**src/rtl/alu_input_ctrl.sv**
```systemverilog
// Operand/operation sequencer between push-button debouncers and the ALU.
// Captures operand A, then operand B, then cycles ADD/SUB/MOD on each enter press.
module alu_input_ctrl #(
  parameter int unsigned WIDTH = 8,
  parameter int unsigned OP_W  = 2
) (
  input  logic             clk,
  input  logic             rst_n,
  input  logic             enter_pulse,
  input  logic             sign_pulse,
  input  logic [WIDTH-1:0] sw,
  output logic [WIDTH-1:0] reg_a,
  output logic [WIDTH-1:0] reg_b,
  output logic [OP_W-1:0]  alu_op,
  output logic             sign_mode,
  output logic [1:0]       state_led,
  output logic             op_strobe
);

  typedef enum logic [1:0] {
    S_WAIT_A = 2'b00,
    S_WAIT_B = 2'b01,
    S_RUN    = 2'b10
  } state_t;

  localparam logic [OP_W-1:0] OP_ADD  = OP_W'(2'b00);
  localparam logic [OP_W-1:0] OP_SUB  = OP_W'(2'b01);
  localparam logic [OP_W-1:0] OP_MOD  = OP_W'(2'b10);
  localparam logic [OP_W-1:0] OP_NONE = OP_W'(2'b11);

  state_t           r_state;
  logic [WIDTH-1:0] r_reg_a;
  logic [WIDTH-1:0] r_reg_b;
  logic [OP_W-1:0]  r_alu_op;
  logic [OP_W-1:0]  r_alu_op_q;
  logic             r_sign_mode;
  logic             r_op_strobe;

  // Sequencer, sign toggle and delayed op-change strobe; every output is a flop.
  always_ff @(posedge clk or negedge rst_n) begin
    if (!rst_n) begin
      r_state     <= S_WAIT_A;
      r_reg_a     <= '0;
      r_reg_b     <= '0;
      r_alu_op    <= OP_NONE;
      r_alu_op_q  <= OP_NONE;
      r_sign_mode <= 1'b0;
      r_op_strobe <= 1'b0;
    end else begin
      // Strobe fires the cycle after alu_op took a new value.
      r_alu_op_q  <= r_alu_op;
      r_op_strobe <= (r_alu_op != r_alu_op_q);

      if (sign_pulse) begin
        r_sign_mode <= ~r_sign_mode;
      end

      if (enter_pulse) begin
        case (r_state)
          S_WAIT_A: begin
            r_reg_a <= sw;
            r_state <= S_WAIT_B;
          end
          S_WAIT_B: begin
            r_reg_b  <= sw;
            r_alu_op <= OP_ADD;
            r_state  <= S_RUN;
          end
          S_RUN: begin
            case (r_alu_op)
              OP_ADD:  r_alu_op <= OP_SUB;
              OP_SUB:  r_alu_op <= OP_MOD;
              default: r_alu_op <= OP_ADD;
            endcase
          end
          default: r_state <= S_WAIT_A;
        endcase
      end
    end
  end

  assign reg_a     = r_reg_a;
  assign reg_b     = r_reg_b;
  assign alu_op    = r_alu_op;
  assign sign_mode = r_sign_mode;
  assign state_led = r_state;
  assign op_strobe = r_op_strobe;

endmodule

```
**config.mk**
```make
export PLATFORM = sky130hd
export DESIGN_NAME = alu_input_ctrl
export DESIGN_NICKNAME = d
export VERILOG_FILES = /design/src/rtl/alu_input_ctrl.sv
export SDC_FILE = /design/constraint.sdc
export NUM_CORES = 1
export LEC_CHECK = 0
export CAP_MARGIN = 20
export CELL_PAD_IN_SITES_DETAIL_PLACEMENT = 0
export CELL_PAD_IN_SITES_GLOBAL_PLACEMENT = 1
export CORE_MARGIN = 5
export CORE_UTILIZATION = 39
export CTS_BUF_LIST = sky130_fd_sc_hd__clkbuf_2
export CTS_CLUSTER_DIAMETER = 60
export DETAILED_ROUTE_END_ITERATION = 7
export GPL_TIMING_DRIVEN = 0
export PLACE_DENSITY = 0.81
export RECOVER_POWER = 50
export SYNTH_ARGS = -nofsm -noshare
export SYNTH_HDL_FRONTEND = slang
export SYNTH_SLANG_ARGS = --single-unit
```
**constraint.sdc**
```tcl
create_clock -name clk -period 2.2 [get_ports clk]
set_input_delay 0.44 -clock clk [delete_from_list [all_inputs] [get_ports clk]]
set_output_delay 0.44 -clock clk [all_outputs]
set_load 0.05 [all_outputs]
```
==> impl_metrics.py <==
metrics = {
    "status": {
        "outcome": "complete, no violations",
    },
    "yosys": {
        "synth-seq-cells": 24,
        "synthesis.area_um2": 963,
        "netlist-cell-type-count": 12,
        "yosys.area.top_type": "dfrtp_1",
        "synth.area.top_cells": "dfrtp_1, mux2_2, dfstp_2, ha_1, xnor2_1",
        "yosysTopAreaCellShare_pct": 51.9,
        "yosys_warnings": 0,
        "synth_cells": 60,
        "syn-num-nets": 77,
        "syn_avg_cell_area_um2": 16.1,
        "yosysSeqAreaShare_pct": 62.9,
    },
    "detailed_routing": {
        "wl_met3_um": 127,
        "vias": 587,
        "drtAntennaViolNets": 0,
        "vias_per_cell": 4.59,
        "met1_length_um": 675,
        "drt_iter0_markers": 2,
        "drc": 0,
        "wl_met2_um": 885,
        "dr.max_layer_used": "met4",
        "first_pass_iters": 3,
        "post_drt_wl_per_cell_um": 13.3,
        "routed_wl_um": 1700,
    },
    "setup_path": {
        "critPathArrivalTime_ps": 1610,
        "worstPathCellList": "clkdlybuf4s50_1",
        "cp_data_required_time_ps": 1760,
        "slowest_delay_ps": 830,
        "cp.buffers_inverters": 1,
        "end_kind": "primary output",
        "critPathTopFamily": "buffers and inverters",
        "critical_path.slowest_cell": "clkdlybuf4s50_1",
        "start_kind": "flop",
        "crit_type": "reg -> out",
        "cp_max_fo": 5,
    },
    "grt": {
        "grt_start_max_net_pins": 25,
        "grt_pass1_wl_um": 2770,
        "overflow": 0,
        "grt_usage_pct": 10.4,
        "antenna_found_initial": 0,
        "grt_pass1_vias": 633,
    },
    "floorplanning": {
        "die_h_um": 59.7,
        "fp-row-count": 18,
        "start_util_pct": 40.0,
        "coreArea_um2": 2410,
        "dieWidth_um": 59.7,
        "die_area_um2": 3560,
        "io_pins": 34,
    },
    "clocking": {
        "cts_hold_buf": 0,
        "cts_tree": "yes",
        "clkLatencyLatePin_ps": 320,
        "h-tree-depth": 1,
        "cts_setup_buffers": 0,
        "clk_pin_slew_ps": 210,
        "clock-root-buffer": "clkbuf_2",
        "cts_buffer_depth": 2,
        "cts_resized": 2,
        "cts_buffers": 3,
        "cts_sinks": 24,
    },
    "timing": {
        "min_period_ps": 2050,
        "clock.fmax_mhz": 489,
        "maxSlewHeadroom_pct": 48.0,
        "hold_violations": 0,
        "finalCritPeriodShare_pct": 93.0,
        "setup_viol": 0,
        "finalSetupTns_ps": 0,
        "maxSlewViolCount": 0,
        "finClkSkew_ps": 10.1,
        "rsz0062_at_grt": "no",
        "tightest_slew_ps": 779,
    },
    "cells_and_area": {
        "multiInputGateArea_um2": 348,
        "seqCellArea_um2": 606,
        "fillers": 214,
        "n_antenna_cell": 0,
        "final_nets": 116,
        "area_delta_synth_final_pct": 40.0,
        "layout_common_cells": "clkdlybuf4s50_1, dfrtp_1, mux2_2",
        "drive_gt1_share_pct": 26.5,
        "layout_commonest_cell": "clkdlybuf4s50_1",
    },
    "worst_hold_path": {
        "hold_class": "reg -> reg",
    },
    "run": {
        "drv_cap": 0,
    },
    "place": {
        "dp_hpwl_um": 1280,
        "gp_congestion": 0.748,
        "io_buffers": 33,
    },
}
metrics by stage:
stage                     utilization, %  area, um2  setup WS, ps  hold WS [ps]  std cells
after floorplan                        -        963           516           144         60
after global placement              55.2       1330           385           390        123
after detailed placement            55.2       1330           385           391        123
after CTS                           55.9       1350           102           414        127
after global routing                56.0       1350          21.8           447        128
final                               56.0       1350           154           440        128
per-layer routing:
| metal | up-vias | GRT usage (%) |
|---|---|---|
| met2 | 17 | 17.6 |
| met5 | - | 0 |
| li1 | 282 | - |
| met4 | 0 | 4.75 |
| met3 | 2 | 3.89 |
| met1 | 286 | 11.4 |
registers in the layout, indices dropped and copies added (netlist names):
| name | flops |
|---|---|
| reg_b | 8 |
| sign_mode | 1 |
| op_strobe | 1 |
| state_led | 2 |
| reg_a | 8 |
| alu_op | 2 |
| r_alu_op_q | 2 |
cell type report:
cell class / count / share of cell area [%]
sequential: 24 / 44.9
multi-input combinational: 34 / 25.8
timing repair buffer: 34 / 24.6
tap: 30 / 2.78
clock buffer: 3 / 1.11
inverter: 2 / 0.557
clock inverter: 1 / 0.278
cells in the mapped netlist, drive strengths merged:
cell type and n:
dfstp 4, and2b 1, inv 2, nand2 4
and4b 1, dfrtp 20, a22o 1, xnor2 2
mux2 19, ha 5, xor2 1
cells by family after synthesis:
family / count (synthesis) / share of synthesized area (%)
mux: 19 / 22.2
flops: 24 / 62.9
xor+xnor: 3 / 2.73
fa+ha+maj: 5 / 6.49
buf+inv: 2 / 0.780
simple gates: 6 / 4.03
compound gates: 1 / 0.909
path summary, 6_finish.rpt:
kind                                          start                       end  slack (ps)  depth (start not counted)
hold reg to reg               alu_op[0]$_DFFE_PN1P_   r_alu_op_q[0]$_DFF_PN1_         440                          0
setup reg to reg           state_led[1]$_DFFE_PN0P_      reg_b[5]$_DFFE_PN0P_         740                          4
max in group asynchronous                     rst_n  state_led[1]$_DFFE_PN0P_         720                          2
min in group asynchronous                     rst_n      reg_a[6]$_DFFE_PN0P_         450                          1
setup / recovery           state_led[0]$_DFFE_PN0P_              state_led[0]         150                          1
hold / removal                alu_op[0]$_DFFE_PN1P_   r_alu_op_q[0]$_DFF_PN1_         440                          0
Power is not shown: default switching activity piles up to over one toggle a cycle in this logic, so the estimate is an artifact.
